File: src/rtl/dnn_mlp_pkg.sv
// Shared width arithmetic, weight-map helpers and output saturation for the MLP pipeline.
package dnn_mlp_pkg;

  function automatic int p1_w(input int x_w, input int w_w);
    return x_w + w_w;
  endfunction

  function automatic int h_w(input int p1, input int n_in);
    return p1 + $clog2(n_in);
  endfunction

  function automatic int p2_w(input int h, input int w_w);
    return h + w_w;
  endfunction

  function automatic int acc_w(input int p2, input int n_hid);
    return p2 + $clog2(n_hid);
  endfunction

  // First weight address belonging to layer 2.
  function automatic int l2_base(input int n_in, input int n_hid);
    return n_in * n_hid;
  endfunction

  function automatic logic signed [63:0] sat(input logic signed [63:0] v, input int out_w);
    logic signed [63:0] hi;
    logic signed [63:0] lo;
    hi = (64'sd1 <<< (out_w - 1)) - 64'sd1;
    lo = -hi - 64'sd1;
    if (v > hi) return hi;
    if (v < lo) return lo;
    return v;
  endfunction

endpackage

File: src/rtl/dnn_mlp_pipe_if.sv
// Input vector, weight write and result handshakes of dnn_mlp_pipe.
interface dnn_mlp_pipe_if
  import dnn_mlp_pkg::*;
#(
  parameter int N_IN  = 4,
  parameter int N_HID = 4,
  parameter int N_OUT = 2,
  parameter int X_W   = 7,
  parameter int W_W   = 5,
  parameter int OUT_W = 21
);
  localparam int AW = $clog2(l2_base(N_IN, N_HID) + N_HID * N_OUT);

  logic                   in_valid;
  logic                   in_ready;
  logic [N_IN*X_W-1:0]    in_x;
  logic                   w_we;
  logic                   w_ready;
  logic [AW-1:0]          w_addr;
  logic [W_W-1:0]         w_data;
  logic                   out_valid;
  logic                   out_ready;
  logic [N_OUT*OUT_W-1:0] out_y;

  modport master (
    output in_valid, in_x, w_we, w_addr, w_data, out_ready,
    input  in_ready, w_ready, out_valid, out_y
  );

  modport slave (
    input  in_valid, in_x, w_we, w_addr, w_data, out_ready,
    output in_ready, w_ready, out_valid, out_y
  );
endinterface

File: src/rtl/dnn_dense_stage.sv
// One dense layer: registered product array followed by registered per-output sums.
module dnn_dense_stage
  import dnn_mlp_pkg::*;
#(
  parameter int FAN_IN  = 4,
  parameter int FAN_OUT = 4,
  parameter int A_W     = 7,
  parameter int B_W     = 5,
  parameter int S_W     = h_w(p1_w(A_W, B_W), FAN_IN)
) (
  input  logic                         clk,
  input  logic                         rst,
  input  logic                         en,
  input  logic                         in_valid,
  input  logic [FAN_IN*A_W-1:0]        a,
  input  logic [FAN_IN*FAN_OUT*B_W-1:0] w,
  output logic                         mid_valid,
  output logic                         out_valid,
  output logic [FAN_OUT*S_W-1:0]       sum
);
  localparam int P_W = p1_w(A_W, B_W);

  logic [FAN_IN*FAN_OUT*P_W-1:0] prod_d;
  logic [FAN_IN*FAN_OUT*P_W-1:0] prod_q;
  logic [FAN_OUT*S_W-1:0]        sum_d;

  // Operands are sign-extended to the product width before multiplying.
  always_comb begin
    prod_d = '0;
    for (int i = 0; i < FAN_IN; i++) begin
      for (int j = 0; j < FAN_OUT; j++) begin
        prod_d[(i*FAN_OUT+j)*P_W +: P_W] = P_W'($signed(a[i*A_W +: A_W]))
                                         * P_W'($signed(w[(i*FAN_OUT+j)*B_W +: B_W]));
      end
    end
  end

  // NOTE: every combinational output is assigned a default first so no latch is inferred.
  always_comb begin
    logic signed [S_W-1:0] acc;
    acc   = '0;
    sum_d = '0;
    for (int j = 0; j < FAN_OUT; j++) begin
      acc = '0;
      for (int i = 0; i < FAN_IN; i++) begin
        acc = acc + S_W'($signed(prod_q[(i*FAN_OUT+j)*P_W +: P_W]));
      end
      sum_d[j*S_W +: S_W] = acc;
    end
  end

  // NOTE: state is updated with non-blocking assignments so all stages shift together.
  always_ff @(posedge clk or posedge rst) begin
    if (rst) begin
      mid_valid <= 1'b0;
      out_valid <= 1'b0;
      prod_q    <= '0;
      sum       <= '0;
    end else if (en) begin
      mid_valid <= in_valid;
      prod_q    <= prod_d;
      out_valid <= mid_valid;
      sum       <= sum_d;
    end
  end
endmodule

File: src/rtl/dnn_mlp_pipe.sv
// Pipelined dense/ReLU/dense MLP with loadable weights and valid/ready backpressure.
// Define DNN_MLP_OUT_SAT_EN to saturate results to OUT_W instead of wrapping.
module dnn_mlp_pipe
  import dnn_mlp_pkg::*;
#(
  parameter int N_IN  = 4,
  parameter int N_HID = 4,
  parameter int N_OUT = 2,
  parameter int X_W   = 7,
  parameter int W_W   = 5,
  parameter int OUT_W = 21
) (
  input  logic           clk,
  input  logic           rst,
  dnn_mlp_pipe_if.slave  bus
);
  localparam int P1_W    = p1_w(X_W, W_W);
  localparam int H_W     = h_w(P1_W, N_IN);
  localparam int P2_W    = p2_w(H_W, W_W);
  localparam int ACC_W   = acc_w(P2_W, N_HID);
  localparam int L2_BASE = l2_base(N_IN, N_HID);
  localparam int N_W     = L2_BASE + N_HID * N_OUT;
  localparam int AW      = $clog2(N_W);

  logic                    adv, accept, w_fire, pipe_empty;
  logic                    s0_valid, s1_valid, s2_valid, s3_valid, s4_valid;
  logic [N_IN*X_W-1:0]     s0_x;
  logic [N_HID*H_W-1:0]    acc1, h;
  logic [N_OUT*ACC_W-1:0]  acc2;
  logic [N_OUT*OUT_W-1:0]  y_d, out_y_q;
  logic                    out_valid_q;
  logic signed [W_W-1:0]   w_mem [N_W];
  logic [L2_BASE*W_W-1:0]  w1_flat;
  logic [N_HID*N_OUT*W_W-1:0] w2_flat;

  assign adv        = !out_valid_q || bus.out_ready;
  assign pipe_empty = !(s0_valid || s1_valid || s2_valid || s3_valid || s4_valid || out_valid_q);
  assign bus.in_ready  = adv && !bus.w_we;
  assign bus.w_ready   = pipe_empty;
  assign bus.out_valid = out_valid_q;
  assign bus.out_y     = out_y_q;
  assign accept = bus.in_valid && bus.in_ready;
  assign w_fire = bus.w_we && pipe_empty;

  // NOTE: the weight file is built from flops rather than RAM, so clearing it on reset is intended.
  always_ff @(posedge clk or posedge rst) begin
    if (rst) begin
      for (int i = 0; i < N_W; i++) w_mem[i] <= '0;
    end else if (w_fire && ({1'b0, bus.w_addr} < (AW+1)'(N_W))) begin
      w_mem[bus.w_addr] <= bus.w_data;
    end
  end

  // Flat address order already matches the i*FAN_OUT+j layout of each dense stage.
  always_comb begin
    w1_flat = '0;
    w2_flat = '0;
    for (int i = 0; i < L2_BASE; i++) w1_flat[i*W_W +: W_W] = w_mem[i];
    for (int i = 0; i < N_HID*N_OUT; i++) w2_flat[i*W_W +: W_W] = w_mem[L2_BASE+i];
  end

  always_ff @(posedge clk or posedge rst) begin
    if (rst) begin
      s0_valid <= 1'b0;
      s0_x     <= '0;
    end else if (adv) begin
      s0_valid <= accept;
      if (accept) s0_x <= bus.in_x;
    end
  end

  dnn_dense_stage #(
    .FAN_IN(N_IN), .FAN_OUT(N_HID), .A_W(X_W), .B_W(W_W), .S_W(H_W)
  ) u_layer1 (
    .clk(clk), .rst(rst), .en(adv), .in_valid(s0_valid), .a(s0_x), .w(w1_flat),
    .mid_valid(s1_valid), .out_valid(s2_valid), .sum(acc1)
  );

  always_comb begin
    h = '0;
    for (int j = 0; j < N_HID; j++) begin
      h[j*H_W +: H_W] = acc1[j*H_W + H_W - 1] ? '0 : acc1[j*H_W +: H_W];
    end
  end

  dnn_dense_stage #(
    .FAN_IN(N_HID), .FAN_OUT(N_OUT), .A_W(H_W), .B_W(W_W), .S_W(ACC_W)
  ) u_layer2 (
    .clk(clk), .rst(rst), .en(adv), .in_valid(s2_valid), .a(h), .w(w2_flat),
    .mid_valid(s3_valid), .out_valid(s4_valid), .sum(acc2)
  );

  always_comb begin
    logic signed [ACC_W-1:0] acc_k;
    acc_k = '0;
    y_d   = '0;
    for (int k = 0; k < N_OUT; k++) begin
      acc_k = $signed(acc2[k*ACC_W +: ACC_W]);
`ifdef DNN_MLP_OUT_SAT_EN
      y_d[k*OUT_W +: OUT_W] = OUT_W'(sat(64'(acc_k), OUT_W));
`else
      y_d[k*OUT_W +: OUT_W] = OUT_W'(acc_k);
`endif
    end
  end

  always_ff @(posedge clk or posedge rst) begin
    if (rst) begin
      out_valid_q <= 1'b0;
      out_y_q     <= '0;
    end else if (adv) begin
      out_valid_q <= s4_valid;
      if (s4_valid) out_y_q <= y_d;
    end
  end
endmodule

File: src/flat_wrapper.sv
// flat-port wrapper written by rule: the top's interface ports become plain ports
module dnn_mlp_pipe_flat import dnn_mlp_pkg::*;
#(
  parameter int N_IN  = 4,
  parameter int N_HID = 4,
  parameter int N_OUT = 2,
  parameter int X_W   = 7,
  parameter int W_W   = 5,
  parameter int OUT_W = 21
)
  (clk, rst, bus_in_valid, bus_in_x, bus_w_we, bus_w_addr, bus_w_data, bus_out_ready, bus_in_ready, bus_w_ready, bus_out_valid, bus_out_y);
  dnn_mlp_pipe_if #(.N_IN(N_IN), .N_HID(N_HID), .N_OUT(N_OUT), .X_W(X_W), .W_W(W_W), .OUT_W(OUT_W)) bus_i ();
  input  logic clk;
  input  logic rst;
  input wire logic [$bits(bus_i.in_valid)-1:0] bus_in_valid;
  input wire logic [$bits(bus_i.in_x)-1:0] bus_in_x;
  input wire logic [$bits(bus_i.w_we)-1:0] bus_w_we;
  input wire logic [$bits(bus_i.w_addr)-1:0] bus_w_addr;
  input wire logic [$bits(bus_i.w_data)-1:0] bus_w_data;
  input wire logic [$bits(bus_i.out_ready)-1:0] bus_out_ready;
  output wire logic [$bits(bus_i.in_ready)-1:0] bus_in_ready;
  output wire logic [$bits(bus_i.w_ready)-1:0] bus_w_ready;
  output wire logic [$bits(bus_i.out_valid)-1:0] bus_out_valid;
  output wire logic [$bits(bus_i.out_y)-1:0] bus_out_y;
  assign bus_i.in_valid = bus_in_valid;
  assign bus_i.in_x = bus_in_x;
  assign bus_i.w_we = bus_w_we;
  assign bus_i.w_addr = bus_w_addr;
  assign bus_i.w_data = bus_w_data;
  assign bus_i.out_ready = bus_out_ready;
  assign bus_in_ready = bus_i.in_ready;
  assign bus_w_ready = bus_i.w_ready;
  assign bus_out_valid = bus_i.out_valid;
  assign bus_out_y = bus_i.out_y;
  dnn_mlp_pipe #(.N_IN(N_IN), .N_HID(N_HID), .N_OUT(N_OUT), .X_W(X_W), .W_W(W_W), .OUT_W(OUT_W)) u_core (.clk(clk), .rst(rst), .bus(bus_i));
endmodule
File: config.mk
export PLATFORM = sky130hd
export DESIGN_NAME = dnn_mlp_pipe_flat
export DESIGN_NICKNAME = d
export VERILOG_FILES = /design/src/rtl/dnn_mlp_pkg.sv /design/src/rtl/dnn_mlp_pipe_if.sv /design/src/rtl/dnn_dense_stage.sv /design/src/rtl/dnn_mlp_pipe.sv /design/src/flat_wrapper.sv
export SDC_FILE = /design/constraint.sdc
export NUM_CORES = 2
export LEC_CHECK = 0
export ABC_AREA = 1
export BUFFER_PORTS_ARGS = -buffer_cell sky130_fd_sc_hd__buf_2
export CORE_ASPECT_RATIO = 1.2
export CORE_UTILIZATION = 66
export CTS_BUF_LIST = sky130_fd_sc_hd__clkbuf_16
export DETAILED_ROUTE_END_ITERATION = 8
export PLACE_DENSITY = 0.93
export REMOVE_ABC_BUFFERS = 1
export SLEW_MARGIN = 5
export SYNTH_ARGS = -nofsm -noshare
export SYNTH_HDL_FRONTEND = slang
export SYNTH_SLANG_ARGS = --single-unit
File: constraint.sdc
create_clock -name clk -period 23.3 [get_ports clk]
set_input_delay 2.33 -clock clk [delete_from_list [all_inputs] [get_ports clk]]
set_output_delay 2.33 -clock clk [all_outputs]
set_load 0.05 [all_outputs]
==> metrics.txt <==
post-route cell area=0.0750 mm^2; Rows=131; clock sink count=638; total leakage power=43.3 nW; Crit Path Category=input pin to output pin; Final Worst Setup Slack=17.53 ns; initial detailed-routing violation count=5755; RSZ-0062 raised after global routing=no; final slew viol count=0; share of cells above drive strength 1=0.0381; reg2reg path depth=18; Most Frequent Cell on Critical Path=buf_2; Worst EP arrival=3.44 ns; Worst Path Max Fanout=41; Synth Register Bits=638; max incr delay on CP=0.51 ns; Core Region=0.107 mm^2; status=finished with violations; post-DR wirelength/cell=18.4 um; max-cap viol count=0; Final Core Density=0.703; total number of vias=61000; number of buffers and inverters on the critical path=3; placed insts=10500; DRT antenna net count=0; io pins=88; Mapped Area=0.0712 mm^2; worst skew pair latency=0.68 ns; TritonRoute pass-1 iters=9; post-synthesis sequential area ratio=0.224; cts bufs inserted=74; final setup skew=0.0267 ns; crit-path cells=buf_2 > nor2_4 > buf_4 > nor2_2 > buf_2; PwrDens=94.1 mW/mm^2; initial antenna violation count=2; crit share post-route=0.248; Synth cell types=43; Root Driver=clkbuf_16; average instance area after synthesis=7.73 um^2; Data required, critical path=20.97 ns; clock buffer depth=3; IO buf count=87; Synth warnings=0; failing checks=DRC; H-Tree Depth=3; clock slew at reported path FFs=0.06 ns; Final Hold Vio Count=0; Routed WL=195 mm; grt met3 use=0.0616; Top delay family on crit path=buffers and inverters; global-route wire length before repair=315 mm; met2 usage in global routing=0.610; Die Ht=362 um; die width=302 um; starting density of the core=0.667; vias in the first global route=62900; CP Capture Type=output pin; CP max-delay cell=buf_4; DP Wirelength=150 mm; Vias per Instance=5.76; Final min period=5.77 ns; Global Route Usage Sum=0.364; worst slew pin tran=1.19 ns; Pwr Total=0.00706 W; die area=0.109 mm^2; asr flop ratio synth=1.00; GR Layer Usage met1=0.419; DP Worst Slack=17.58 ns; FF-to-FF Start=u_core.u_layer1.sum[55]; hold path depth=2; Synth top area share=0.230; GR Overflow Total=0; main flop type after synthesis=dfrtp_1; Post-Layout Cell Count=10600; Slew HR=0.204; largest net degree at the start of global routing=193; Layout Area Growth over Synthesis=5.37%; GPL Wtd Cong=0.987; Hold Crit Class=flop to flop; Mapped Cells=9219; Post-synth EDFFs=0; DRC errors left=16; Reg-to-Reg End=u_core.u_layer2.prod_q[150]; fin nets=10700; endpoints failing setup=0; maximum VDD drop=0.0948 mV; Hold EP=u_core.u_layer2.sum[39]; Max Clk Rate=173 MHz; ranking of synthesized cells by area=fa_1 (23%), dfrtp_1 (22%), nand2_1 (13%); min-delay src=u_core.u_layer2.sum[39]; setup bufs post-CTS=0; area leader, netlist=fa_1; GRT busiest layer=met2; flop2flop setup slack=18.62 ns; # hold bufs at CTS=0; critical path startpoint category=input pin; TritonCTS clock tree=yes; Post-CTS Resized=0; Placed Area=0.0725 mm^2
-- worst max-delay path by stage --
stage | start | to | slack [ns] | depth (start not counted)
global route | bus_out_ready | bus_in_ready | 17.51 | 5
CTS | bus_out_ready | bus_in_ready | 17.58 | 5
finish | bus_out_ready | bus_in_ready | 17.53 | 5
floorplan | bus_out_ready | u_core.bus.out_y[10] | -18.44 | 4
detailed placement | bus_out_ready | bus_in_ready | 17.58 | 5
global placement | bus_out_ready | bus_in_ready | 17.59 | 5
-- per-layer routing --
metal	wire [um]	share of wire
met1	69100	0.36
met2	92700	0.48
met5	216	0.0011
met4	16600	0.085
met3	16000	0.082
-- power breakdown --
group / internal [W] / switching, W / total, W / leakage, nW
clock network: 0.000731 / 0.000516 / 0.00125 / 1.28
logic: 0.00137 / 0.00255 / 0.00392 / 33.5
registers: 0.00145 / 0.000447 / 0.00190 / 8.55
total: 0.00356 / 0.00351 / 0.00706 / 43.3
-- logic make-up (layout without fill, tap and decap cells) --
family | count (synthesis) | count (layout) | share of synthesized area
buffers and inverters | 2225 | 2202 | 0.119
XOR/XNOR | 135 | 135 | 0.0166
flip-flops | 638 | 638 | 0.224
AO/OA/AOI/OAI | 869 | 869 | 0.0643
adder cells (fa/ha/maj) | 1518 | 1518 | 0.353
AND/OR/NAND/NOR | 3792 | 3792 | 0.216
other | 0 | 2 | 0
multiplexers | 42 | 42 | 0.00664
-- cells in the mapped netlist (22+ instances only) --
| library cell | number |
|---|---|
| nor2_1 | 765 |
| nand3b_1 | 54 |
| mux2_2 | 42 |
| nand4_1 | 71 |
| a21oi_1 | 299 |
| a31oi_1 | 40 |
| o21ai_0 | 407 |
| or2_2 | 48 |
| xor2_1 | 31 |
| o21ai_1 | 48 |
| nand3_1 | 365 |
| buf_2 | 70 |
| xnor2_1 | 104 |
| fa_1 | 818 |
| dfrtp_1 | 638 |
| nor3_1 | 33 |
| nand2_1 | 2416 |
| clkbuf_1 | 175 |
| inv_1 | 1934 |
| clkinv_1 | 22 |
| ha_1 | 700 |
-- area by class of cell --
type / count / area [um^2]
diodes: 2 / 5.00
clock buffers: 76 / 1900
clock inverters: 57 / 644
fillers: 7777 / 31700
inverters: 1959 / 7370
multi-input cells: 6356 / 46800
flip-flops and latches: 638 / 16000
well taps: 1396 / 1750
repair buffers: 110 / 646
-- sequential cells by signal, summed over array words and instances, names as in the netlist --
register,cells
u_core.s0_valid,1
u_core.w1_flat,80
u_core.u_layer1.prod_q,192
u_core.bus.out_y,42
u_core.u_layer1.out_valid,1
u_core.w2_flat,40
u_core.s0_x,28
u_core.u_layer2.mid_valid,1
u_core.u_layer2.sum,42
u_core.bus.out_valid,1
u_core.u_layer1.mid_valid,1
u_core.u_layer2.prod_q,152
u_core.u_layer2.out_valid,1
u_core.u_layer1.sum,56
-- worst min-delay path, cell delays in order, from the launching register on --
cell	delay [ns]
dfrtp_1	0.34
nand2_1	0.05
nand2_1	0.05
-- cell usage in the layout (no fill, tap or decap), types with 13 or more instances in the layout --
cell       synthesis  layout
or2_2             48      48
o22ai_1           13      13
a21o_1            14      14
buf_4             13      20
inv_1           1934    1939
nor2_1           765     764
fa_1             818     818
ha_1             700     700
a21oi_1          299     299
xor2_1            31      31
o21ai_1           48      48
xnor2_1          104     104
dfrtp_1          638     638
nand3b_1          54      54
nand2b_1          13      13
o21ai_0          407     407
o211ai_1          20      20
clkbuf_16          0      76
mux2_2            42      42
nor3_1            33      33
nand4_1           71      71
nand2_1         2416    2415
a31oi_1           40      40
nand3_1          365     365
buf_2             70      87
clkinv_1          22      31
-- metrics by stage --
| stage | setup TNS (ns) | hold WS [ns] |
|---|---|---|
| after floorplan | -5747.21 | 0.445 |
| after global placement | 0 | 0.460 |
| final | 0 | 0.477 |
| after global routing | 0 | 0.507 |
| after detailed placement | 0 | 0.467 |
| after CTS | 0 | 0.483 |
Note: power is estimated with default switching activity, not from simulation.
